$ cat config.mk
export PLATFORM = sky130hd
export DESIGN_NAME = event_ctl_gen_flat
export DESIGN_NICKNAME = d
export VERILOG_FILES = /design/src/rtl/event_ctl_pkg.sv /design/src/rtl/event_ctl_if.sv /design/src/rtl/event_ctl_sync.sv /design/src/rtl/event_ctl_gen.sv /design/src/flat_wrapper.sv
export SDC_FILE = /design/constraint.sdc
export NUM_CORES = 1
export LEC_CHECK = 0
export ABC_AREA = 1
export ABC_CLOCK_PERIOD_IN_PS = 4740
export CAP_MARGIN = 20
export CORE_ASPECT_RATIO = 0.6
export CORE_MARGIN = 1.5
export CORE_UTILIZATION = 50
export DETAILED_ROUTE_END_ITERATION = 8
export PLACE_DENSITY = 0.89
export SYNTH_ARGS = -nofsm -noshare
export SYNTH_HDL_FRONTEND = slang
export SYNTH_SLANG_ARGS = --single-unit
$ cat constraint.sdc
create_clock -name clk -period 4.74 [get_ports clk]
set_input_delay 0.474 -clock clk [delete_from_list [all_inputs] [get_ports clk]]
set_output_delay 0.474 -clock clk [all_outputs]
set_load 0.02 [all_outputs]
$ cat src/rtl/event_ctl_pkg.sv
// Shared encodings for the event controller: edge_mode values and the mode type.
package event_ctl_pkg;

    typedef logic [1:0] edge_mode_t;

    localparam edge_mode_t EDGE_RISE  = 2'b00;
    localparam edge_mode_t EDGE_FALL  = 2'b01;
    localparam edge_mode_t EDGE_BOTH  = 2'b10;
    localparam edge_mode_t EDGE_LEVEL = 2'b11;

endpackage

$ cat src/rtl/event_ctl_if.sv
// Bundle of event inputs, controls and status outputs between the controller and its user.
interface event_ctl_if
    import event_ctl_pkg::*;
#(
    parameter int N     = 3,
    parameter int CNT_W = 8
);
    logic [N-1:0]     evt_in;
    edge_mode_t       edge_mode;
    logic             en;
    logic             clr;
    logic             x_all;
    logic             y_par;
    logic             x_cap;
    logic             y_cap;
    logic             evt_strobe;
    logic [N-1:0]     evt_vec;
    logic             pend;
    logic [CNT_W-1:0] evt_cnt;
    logic             ovf;

    modport master (
        output evt_in, edge_mode, en, clr,
        input  x_all, y_par, x_cap, y_cap, evt_strobe, evt_vec, pend, evt_cnt, ovf
    );

    modport slave (
        input  evt_in, edge_mode, en, clr,
        output x_all, y_par, x_cap, y_cap, evt_strobe, evt_vec, pend, evt_cnt, ovf
    );
endinterface

$ cat src/rtl/event_ctl_sync.sv
// One event channel: SYNC-deep synchroniser, previous-value register and mode-selected qualifier.
module event_ctl_sync
    import event_ctl_pkg::*;
#(
    parameter int SYNC = 2
) (
    input  logic       clk,
    input  logic       rst,
    input  logic       evt_in,
    input  edge_mode_t edge_mode,
    input  logic       qual_en,
    output logic       s,
    output logic       q
);
    logic [SYNC-1:0] chain_reg;
    logic            prev_reg;

    always_ff @(posedge clk) begin
        if (rst) begin
            chain_reg <= '0;
            prev_reg  <= 1'b0;
        end else begin
            chain_reg[0] <= evt_in;
            for (int k = 1; k < SYNC; k++) begin
                chain_reg[k] <= chain_reg[k-1];
            end
            // prev tracks even when disabled so re-enabling never reports stale edges
            prev_reg <= s;
        end
    end

    assign s = chain_reg[SYNC-1];

    always_comb begin
        q = 1'b0;
        if (qual_en) begin
            unique case (edge_mode)
                EDGE_RISE:  q = s & ~prev_reg;
                EDGE_FALL:  q = ~s & prev_reg;
                EDGE_BOTH:  q = s ^ prev_reg;
                EDGE_LEVEL: q = s;
            endcase
        end
    end
endmodule

$ cat src/rtl/event_ctl_gen.sv
// Event controller top: per-channel qualifiers, reductions, capture registers, saturating counter, flags.
module event_ctl_gen
    import event_ctl_pkg::*;
#(
    parameter int N     = 3,
    parameter int SYNC  = 2,
    parameter int CNT_W = 8
) (
    input logic        clk,
    input logic        rst,
    event_ctl_if.slave bus
);
    localparam logic [CNT_W-1:0] CNT_MAX = '1;

    logic [N-1:0]     s;
    logic [N-1:0]     q;
    logic             any_q;
    logic             qual_en;
    logic             armed_reg;
    logic [N-1:0]     evt_vec_reg;
    logic             evt_strobe_reg;
    logic             x_all_reg;
    logic             y_par_reg;
    logic             x_cap_reg;
    logic             y_cap_reg;
    logic             pend_reg;
    logic [CNT_W-1:0] evt_cnt_reg;
    logic             ovf_reg;

    // Arm flag masks the first cycle so reset values never look like edges
    assign qual_en = armed_reg & bus.en;
    assign any_q   = |q;

    generate
        for (genvar gi = 0; gi < N; gi++) begin : g_chan
            event_ctl_sync #(.SYNC(SYNC)) u_sync (
                .clk       (clk),
                .rst       (rst),
                .evt_in    (bus.evt_in[gi]),
                .edge_mode (bus.edge_mode),
                .qual_en   (qual_en),
                .s         (s[gi]),
                .q         (q[gi])
            );
        end
    endgenerate

    always_ff @(posedge clk) begin
        if (rst) begin
            armed_reg      <= 1'b0;
            evt_vec_reg    <= '0;
            evt_strobe_reg <= 1'b0;
            x_all_reg      <= 1'b0;
            y_par_reg      <= 1'b0;
            x_cap_reg      <= 1'b0;
            y_cap_reg      <= 1'b0;
        end else begin
            armed_reg      <= 1'b1;
            evt_vec_reg    <= q;
            evt_strobe_reg <= any_q;
            x_all_reg      <= &s;
            y_par_reg      <= ~^s;
            if (any_q) begin
                x_cap_reg <= &s;
                y_cap_reg <= ~^s;
            end
        end
    end

    // A strobe in the same cycle as clr restarts the count at one rather than zero
    always_ff @(posedge clk) begin
        if (rst) begin
            pend_reg    <= 1'b0;
            evt_cnt_reg <= '0;
            ovf_reg     <= 1'b0;
        end else if (any_q) begin
            pend_reg <= 1'b1;
            if (bus.clr) begin
                evt_cnt_reg <= CNT_W'(1);
                ovf_reg     <= 1'b0;
            end else if (evt_cnt_reg == CNT_MAX) begin
                ovf_reg <= 1'b1;
            end else begin
                evt_cnt_reg <= evt_cnt_reg + CNT_W'(1);
            end
        end else if (bus.clr) begin
            pend_reg    <= 1'b0;
            evt_cnt_reg <= '0;
            ovf_reg     <= 1'b0;
        end
    end

    assign bus.evt_vec    = evt_vec_reg;
    assign bus.evt_strobe = evt_strobe_reg;
    assign bus.x_all      = x_all_reg;
    assign bus.y_par      = y_par_reg;
    assign bus.x_cap      = x_cap_reg;
    assign bus.y_cap      = y_cap_reg;
    assign bus.pend       = pend_reg;
    assign bus.evt_cnt    = evt_cnt_reg;
    assign bus.ovf        = ovf_reg;
endmodule
$ cat src/flat_wrapper.sv
// flat-port wrapper written by rule: the top's interface ports become plain ports
module event_ctl_gen_flat import event_ctl_pkg::*;
#(
    parameter int N     = 3,
    parameter int SYNC  = 2,
    parameter int CNT_W = 8
)
  (clk, rst, bus_evt_in, bus_edge_mode, bus_en, bus_clr, bus_x_all, bus_y_par, bus_x_cap, bus_y_cap, bus_evt_strobe, bus_evt_vec, bus_pend, bus_evt_cnt, bus_ovf);
  event_ctl_if #(.N(N), .CNT_W(CNT_W)) bus_i ();
  input logic clk;
  input logic rst;
  input wire logic [$bits(bus_i.evt_in)-1:0] bus_evt_in;
  input wire logic [$bits(bus_i.edge_mode)-1:0] bus_edge_mode;
  input wire logic [$bits(bus_i.en)-1:0] bus_en;
  input wire logic [$bits(bus_i.clr)-1:0] bus_clr;
  output wire logic [$bits(bus_i.x_all)-1:0] bus_x_all;
  output wire logic [$bits(bus_i.y_par)-1:0] bus_y_par;
  output wire logic [$bits(bus_i.x_cap)-1:0] bus_x_cap;
  output wire logic [$bits(bus_i.y_cap)-1:0] bus_y_cap;
  output wire logic [$bits(bus_i.evt_strobe)-1:0] bus_evt_strobe;
  output wire logic [$bits(bus_i.evt_vec)-1:0] bus_evt_vec;
  output wire logic [$bits(bus_i.pend)-1:0] bus_pend;
  output wire logic [$bits(bus_i.evt_cnt)-1:0] bus_evt_cnt;
  output wire logic [$bits(bus_i.ovf)-1:0] bus_ovf;
  assign bus_i.evt_in = bus_evt_in;
  assign bus_i.edge_mode = bus_edge_mode;
  assign bus_i.en = bus_en;
  assign bus_i.clr = bus_clr;
  assign bus_x_all = bus_i.x_all;
  assign bus_y_par = bus_i.y_par;
  assign bus_x_cap = bus_i.x_cap;
  assign bus_y_cap = bus_i.y_cap;
  assign bus_evt_strobe = bus_i.evt_strobe;
  assign bus_evt_vec = bus_i.evt_vec;
  assign bus_pend = bus_i.pend;
  assign bus_evt_cnt = bus_i.evt_cnt;
  assign bus_ovf = bus_i.ovf;
  event_ctl_gen #(.N(N), .SYNC(SYNC), .CNT_W(CNT_W)) u_core (.clk(clk), .rst(rst), .bus(bus_i));
endmodule
Yosys cells after proc, flatten, opt, wreduce, memory -nomap -nowiden
Index checks and enable logic that the tools add are counted.

storage, ports and cells
  register bits = 28
  bits of input ports = 9
  output and inout bits = 18
  word-level logic and storage cells = 62

operators by class
  $add $sub $neg = 1
  eq/ne operators = 5
  multiplexer cells = 16
  bitwise operators = 16
  reductions and logical operators = 8

operator list
  operator             number
  $mux 8               4
  $pmux 1 s4           3
  $mux 1               9
  $add 8x1->8 const B  1
  $eq 8x8->1 const B   1
  $and 1x1->1          7
  $not 1->1            6
  $eq 2x2->1 const B   2
  $reduce_and 2->1     2
  $reduce_bool 2->1    2
  $reduce_and 3->1     1
  $reduce_or 3->1      1
  $reduce_xnor 3->1    1
  $xor 1x1->1          3
  $eq 2x1->1 const B   1
  $logic_not 2->1      1
  $ne 2x2->1 const B   1

Depth between registers and ports, before layout
  depth in word-level cells = 7
  gate-level depth with buffers = 12
  gate-level depth less buffers = 12

Cells and area by module
Synthesis repeated with hierarchy kept, for this count alone.

second synthesis, totals
  cell total of the unflattened synthesis = 188
  area, all modules = 1,361.3 um2

by module, submodules not included
  module          times used  cells an instance  area an instance (um2)  sequential area each (um2)
  event_ctl_gen   1           116                880.8                   380.4
  event_ctl_sync  3           24                 160.2                   60.1

Least setup slack after synthesis
OpenSTA, ideal clock, no wires.

  path kind = register to register
  from = register u_core.evt_cnt_reg[0], in the netlist u_core.bus.evt_cnt[0]
  to = register u_core.evt_cnt_reg[0], in the netlist u_core.bus.evt_cnt[0]
  library setup time = 125 ps
  data arrival time = 1,502 ps
  required time = 4,615 ps
  slack = 3,113 ps
  cell stages (with the launch flop) = 11
  path buffers = 0
  clock period less this slack = 1,627 ps
  path through = dfxtp_1 > ha_1 > nand3_2 > nor2_2 > nand2_2 > nor2_4 > nand3_4 > nand2_2 > nand2_1 > nand2_1 > nor2_2

between the ends
  word-level cells in the longest chain between the ends = 4
  elaborated cells on any way between the ends = 7
  classes of those cells = add/sub: 1; eq/ne: 2; mux: 3; reduce/logical: 1

RTL lines
  item                    line                 RTL
  start, declared         event_ctl_gen.sv:27  logic [CNT_W-1:0] evt_cnt_reg;
  start signal, assigned  event_ctl_gen.sv:84  evt_cnt_reg <= evt_cnt_reg + CNT_W'(1);
  $add 8x1->8             event_ctl_gen.sv:84
  $mux 8                  event_ctl_gen.sv:81  end else if (evt_cnt_reg == CNT_MAX) begin
  $mux 8                  event_ctl_gen.sv:78  if (bus.clr) begin
  $mux 8                  event_ctl_gen.sv:76  end else if (any_q) begin

Parallel ways exist; a longest one is shown, timed or not. The select of a mux whose other input is x is not followed.
A chain may end at the register's enable or synchronous reset.

Final worst setup path
  from = input bus_edge_mode[1]
  to = register u_core.evt_cnt_reg[1], in the netlist u_core.bus.evt_cnt[1]

between the ends
  word-level cells in the longest chain between the ends = 6
  elaborated cells on any way between the ends = 14
  classes of those cells = eq/ne: 3; mux: 7; reduce/logical: 4

RTL lines
  item                                line                  RTL
  start, declared                     flat_wrapper.sv:13    input wire logic [$bits(bus_i.edge_mode)-1:0] bus_edge_mode;
  $eq 2x2->1 (tied with other cells)  event_ctl_sync.sv:37  unique case (edge_mode)
  $pmux 1 s4                          event_ctl_sync.sv:37
  $mux 1                              event_ctl_sync.sv:36  if (qual_en) begin
  $reduce_or 3->1 *                   event_ctl_gen.sv:32   assign any_q = |q;
  $reduce_bool 2->1 (no line)         n/a
  $reduce_and 2->1 (no line)          n/a

Mark *: on every way between the ends. The rest lies on a longest branch, timed or not.

==> results.toml <==
[setup_path]
crit_start = "bus_edge_mode[1]"
reg2reg_from = "u_core.g_chan[0].u_sync.chain_reg[1]"
startpoint_type = "input pin"
crit_buf_inv = 1
arrival_ns = 2.15
critPathTopFamily = "simple AND/OR/NAND/NOR gates"
end_kind = "flop"
setup.worst_path.end = "u_core.bus.evt_cnt[1]"
ff2ff_setup_slack_ns = 2.92
crit_slowest_cell = "clkdlybuf4s50_1"
r2r_cells = 10
r2r-end = "u_core.bus.evt_cnt[1]"
critical_path_class = "in -> reg"
cp_num_cells = 8
cp_max_fo = 14
path_cells = "clkdlybuf4s50_1 > nor2_2 > a21oi_1 > nand2_2 > nand3_4 > nand2_2 > nand3_1 > a21oi_1"
cp.required_ns = 4.93
slowest_delay_ns = 0.56

[final_layout]
drive_gt1_share_pct = 13.3
fin_nets = 212
fill_cells = 202
largest_register_ffs = 8
antenna_cells = 0
syn_to_final_growth_pct = 25.2
utilization_pct = 66.9
final_cells = 227

[yosys]
yosysTopAreaCell = "dfxtp_1"
ys_ff_latch = 28
synth.mux.area_fraction_pct = 0
yosysSeqAreaShare_pct = 41.3
synth_area_per_cell_um2 = 8.03
ys_top_cells_by_area = "dfxtp_1 (41%), inv_1 (8.0%), nand3_1 (7.4%)"
synthTopCellsByCount = "inv_1 (29), dfxtp_1 (28), nor2_1 (21)"
netlist.area_leader.share_pct = 41.3
synth_fa_ha_area_share_pct = 6.45
synth.most_common_cell = "inv_1"
ys.warnings.count = 0
syn_nets = 185
synth_cell_types = 28
synth_top_family_by_area = "simple AND/OR/NAND/NOR gates"
synth-simple-area-share_pct = 30.6
syn_area_um2 = 1360
synth_xor_area_share_pct = 1.94
async_flop_share_pct = 0
ys.flop_type = "dfxtp_1"
synth-edff-count = 0
syn_inst = 169
synth_compound_area_share_pct = 8.94

[floorplan]
io_pins = 27
die_width_um = 70.3
dieHeight_um = 43.4
start_util_pct = 53.4
row_count = 14
core_area_um2 = 2540
dieArea_um2 = 3050

[route]
post_drt_wl_per_cell_um = 12.0
vias = 1182
vias_per_cell = 5.21
wl_um = 2730
drt_iter0_markers = 77
antenna_left = 0
drc = 0
drtPass1Iterations = 4

[clock_network]
clk_latency_ns = 0.27
numClockSinks = 28
cts_hold_buf = 0
tritoncts = "built"
post-cts-setup-buffers = 0
htree_levels = 1
cts_buffers = 3
root_buffer = "clkbuf_8"
cts_resized = 0
clk_pin_slew_ns = 0.09
cts_max_path_buffers = 2

[global_route]
grt_use_total_pct = 19.2
grt-ovfl-total = 0
grt_max_degree = 23
grt_pass1_wl_um = 4560
antenna_found_initial = 0
grt_pass1_vias = 1055

[sta]
final_hold_viol_count = 0
skew_ns = 0.00595
rsz0062_at_grt = "no"
finalSetupViolations = 0
final_max_slew_viol_count = 0
max_freq_mhz = 510
finalSetupTns_ns = 0
period_minus_slack_ns = 1.96
relSlewSlack_pct = 41.7
fin_crit_sh_pct = 41.4
worst_slew_pin_slew_ns = 0.872

[place]
numPortBuffers = 26
dp.final_hpwl_um = 2050
dp.cells = 223
finalWeightedCongestion = 0.882

[power_and_ir_drop]
p_per_area_nw_per_um2 = 290
peakVddDrop_mv = 0.204
p_leak_nw = 0.718

[hold_path]
holdCritPathClass = "reg -> reg"

[job]
cap_violations = 0

[status]
status = "finished, final reports clean"
==> worst reg2reg max path: stages (launching register included) <==
cell and delay, ns:
dfxtp_1 0.41, inv_1 0.08, ha_1 0.29, inv_1 0.07, nand3_1 0.09, nand3_1 0.12, nand2_2 0.09, nand3_4 0.20
nand2_2 0.14, nand3_1 0.11, a21oi_1 0.08
==> cell families (layout without fill, tap and decap cells) <==
group | count (synthesis) | count (layout)
and+or+nand+nor | 79 | 79
buffers and inverters | 35 | 61
DFF | 28 | 28
AOI/OAI and AO/OA | 17 | 17
adders and majority gates | 7 | 7
xor gates and xnor gates | 3 | 3
==> where the power goes <==
part | internal [W] | switching [W] | leakage (nW) | total, W
clock network | 0.000113 | 0.0000700 | 0.0357 | 0.000183
logic | 0.0000253 | 0.0000369 | 0.454 | 0.0000621
registers | 0.000243 | 0.00000505 | 0.229 | 0.000248
==> routing by layer <==
layer  vias to the layer above  track usage, %  routed length, µm
met5                         -               0                  0
li1                        583               -                  -
met4                         0            4.62                 44
met1                       542            25.6               1250
met2                        49            30.9               1260
met3                         8            6.28                175
==> how the worst min path moves through the flow <==
stage	from	end	slack (ns)	cells after the start
global placement	u_core.g_chan[2].u_sync.chain_reg[0]	u_core.g_chan[2].u_sync.chain_reg[1]	0.39	2
floorplan	u_core.g_chan[0].u_sync.chain_reg[0]	u_core.g_chan[0].u_sync.chain_reg[1]	0.39	2
CTS	u_core.g_chan[0].u_sync.chain_reg[0]	u_core.g_chan[0].u_sync.chain_reg[1]	0.41	2
detailed placement	u_core.g_chan[0].u_sync.chain_reg[0]	u_core.g_chan[0].u_sync.chain_reg[1]	0.39	2
global route	u_core.g_chan[0].u_sync.chain_reg[0]	u_core.g_chan[0].u_sync.chain_reg[1]	0.43	2
finish	u_core.g_chan[0].u_sync.chain_reg[0]	u_core.g_chan[0].u_sync.chain_reg[1]	0.41	2
==> area by class of cell <==
type	count	area [µm²]	area share, %
multi-input cells	106	651	38.3
flip-flops and latches	28	561	33.0
repair buffers	26	260	15.3
inverters	31	116	6.85
clock buffers	3	41.3	2.43
well taps	32	40.0	2.36
clock inverters	1	30.0	1.77
==> placed cells by master (no fill, tap or decap), drive strengths merged <==
cell type and count:
a211oi 2, a21oi 11, bufinv 1, clkbuf 3, clkdlybuf4s50 26, clkinv 1, dfxtp 28, ha 7
inv 30, nand2 24, nand3 25, nand3b 3, nand4 1, nor2 25, nor3 1, o21ai 3
o21bai 1, xnor2 1, xor2 2
==> per-stage QoR <==
step / total power (W) / area (µm²) / hold slack [ns] / worst slack (ns)
3_5_place_dp: 0.000315 / 1630 / 0.395 / 2.54
6_report: 0.000493 / 1700 / 0.408 / 2.78
5_1_grt: 0.000515 / 1700 / 0.434 / 2.65
3_3_place_gp: 0.000312 / 1630 / 0.389 / 2.62
2_1_floorplan: 0.000294 / 1360 / 0.388 / 3.11
4_1_cts: 0.000497 / 1700 / 0.409 / 2.83
(Power assumes the default switching activity.)
==> RTL change, RTL diff (same settings) <==
`N` is set to 3 in 3 places; all go to 2.
--- a/src/rtl/event_ctl_if.sv
+++ b/src/rtl/event_ctl_if.sv
@@ -3,5 +3,5 @@
     import event_ctl_pkg::*;
 #(
-    parameter int N     = 3,
+    parameter int N     = 2,
     parameter int CNT_W = 8
 );
--- a/src/rtl/event_ctl_gen.sv
+++ b/src/rtl/event_ctl_gen.sv
@@ -3,5 +3,5 @@
     import event_ctl_pkg::*;
 #(
-    parameter int N     = 3,
+    parameter int N     = 2,
     parameter int SYNC  = 2,
     parameter int CNT_W = 8
--- a/src/flat_wrapper.sv
+++ b/src/flat_wrapper.sv
@@ -2,5 +2,5 @@
 module event_ctl_gen_flat import event_ctl_pkg::*;
 #(
-    parameter int N     = 3,
+    parameter int N     = 2,
     parameter int SYNC  = 2,
     parameter int CNT_W = 8
Interface: changed (resized bus_evt_in and bus_evt_vec); port bits go from 27 to 25. The function was not compared with the original's and may differ.
==> RTL change against the unedited design <==
- routed wire length decreased by 9.5%
- power decreased by 11%
- core utilization increased by 2.0 points
- synthesized area decreased by 14%
- count of clock-buffer cells in the layout unchanged
- sequential cell count decreased by 4
- largest power group unchanged
- clock skew decreased by 0.0045 ns
- setup slack improved by 0.13 ns
- cell area decreased by 12%
- critical path type is now reg -> out
==> RTL change: results (changes against the unedited design) <==
Parameter                              Value

Status
  Status ... completed

Critical path
  Crit Path Max Fanout ... 6 (-8)
  Delay-heaviest family, CP ... buffers and inverters
  Largest incremental delay on the critical path ... 0.64 ns (+0.08 ns)
  Launch point of the worst path ... u_core.bus.evt_cnt[2]

Power
  Static leakage ... 0.652 nW (-9.1%)

Layout
  Fraction of final layout cells sized beyond drive strength 1 ... 0.121 (-0.0125)
  Total of fill cells in the finished design ... 166 (-18%)
  Layout net count ... 197 (-7.1%)

Logic synthesis
  Commonest cells in the synthesized netlist ... sky130_fd_sc_hd__inv_1, sky130_fd_sc_hd__dfxtp_1, sky130_fd_sc_hd__nand2_1
  Post-Synthesis Net Count ... 170 (-8.1%)
  Dominant synthesized flop cell ... sky130_fd_sc_hd__dfxtp_1
  Biggest area contributors in the synthesized netlist ... sky130_fd_sc_hd__dfxtp_1, sky130_fd_sc_hd__inv_1, sky130_fd_sc_hd__nand2_1, sky130_fd_sc_hd__nand3_1, sky130_fd_sc_hd__ha_1
  Register area share after synthesis ... 0.411 (-0.00177)
  Yosys cell types ... 21 (-25%)

Global routing
  Met2 Use GR ... 0.370 (+0.0605)
  Global Route met3 Usage ... 0.0646 (+0.00182)
  Met1 Usage GRT ... 0.248 (-0.00837)
  Number of global-route vias before repair ... 931 (-12%)
  Pin count of the biggest net entering global routing ... 15 (-35%)
  Antenna violations before repair ... 0 (unchanged)
  Wire length of the first global-routing pass ... 3980 µm (-13%)
  GR Util All Layers ... 0.208 (+0.0161)

Placement
  Detailed-placement wirelength estimate ... 1930 µm (-5.6%)
  Final weighted congestion in routability-driven placement ... 0.838 (-5.0%)
  Buffers added on ports ... 24 (-7.7%)
  Setup slack after placement ... 2.75 ns (+0.207 ns)
  Instance area after placement ... 0.00143 mm² (-12%)

Hold path
  Hold Startpoint ... u_core.g_chan[0].u_sync.chain_reg[0]

Timing
  Final clock skew ... 0.00144 ns (-0.00451 ns)
  Transition at the pin with the smallest max-transition slack ... 0.558 ns (-0.315 ns)

Detailed routing
  Total wire length ... 2470 µm (-9.5%)
  DRC marker count from the first detailed-route iteration ... 48 (-38%)
  Vias ... 1037 (-12%)
RTL change: changes by cell type after synthesis, moves of 3 or more:
cell / delta
sky130_fd_sc_hd__nand2_1: +5
sky130_fd_sc_hd__dfxtp_1: -4
sky130_fd_sc_hd__o21ai_1: +4
sky130_fd_sc_hd__a21oi_1: -3
sky130_fd_sc_hd__a21oi_2: +3
sky130_fd_sc_hd__inv_1: +3
sky130_fd_sc_hd__nand3_1: -3
RTL change: metrics by stage:
step                      power (W)  instances   util
after global routing       0.000456        212  0.689
after CTS                  0.000442        212  0.689
after global placement     0.000264        208  0.657
after detailed placement   0.000266        208  0.657
final                      0.000440        212  0.689
after floorplan            0.000245        156      -
RTL change: path summary, 6_finish.rpt:
check | slack, ns | to | cells past startpoint
max | 2.91 | bus_evt_cnt[2] | 1
min | 0.41 | u_core.g_chan[0].u_sync.chain_reg[1] | 2
max reg2reg | 3.05 | u_core.bus.evt_cnt[6] | 9
min reg2reg | 0.41 | u_core.g_chan[0].u_sync.chain_reg[1] | 2
RTL change: metal layers:
layer  wire length (µm)  vias to the layer above
met3                130                        6
li1                   -                      534
met1               1190                      468
met2               1110                       29
met5                  0                        -
met4                 44                        0
RTL change: cell type report:
type,instances,area [µm²],share of cell area
clock buffers,3,41.3,0.0275
clock inverters,1,30.0,0.0200
inverters,33,124,0.0824
multi-input cells,97,549,0.366
flip-flops and latches,24,480,0.320
well taps,30,37.5,0.0250
repair buffers,24,240,0.160
RTL change: power breakdown:
group | switching (W) | internal, W
clock network | 0.0000660 | 0.000113
registers | 0.00000416 | 0.000208
logic | 0.0000285 | 0.0000206
RTL change: cell families (layout without fill, tap and decap cells):
group,Yosys count,count (layout),share of synthesized area
AOI/OAI and AO/OA,15,15,0.0835
buffers and inverters,35,61,0.119
adders and majority gates,6,6,0.0642
DFF,24,24,0.411
and+or+nand+nor,75,75,0.315
xor gates and xnor gates,1,1,0.00750
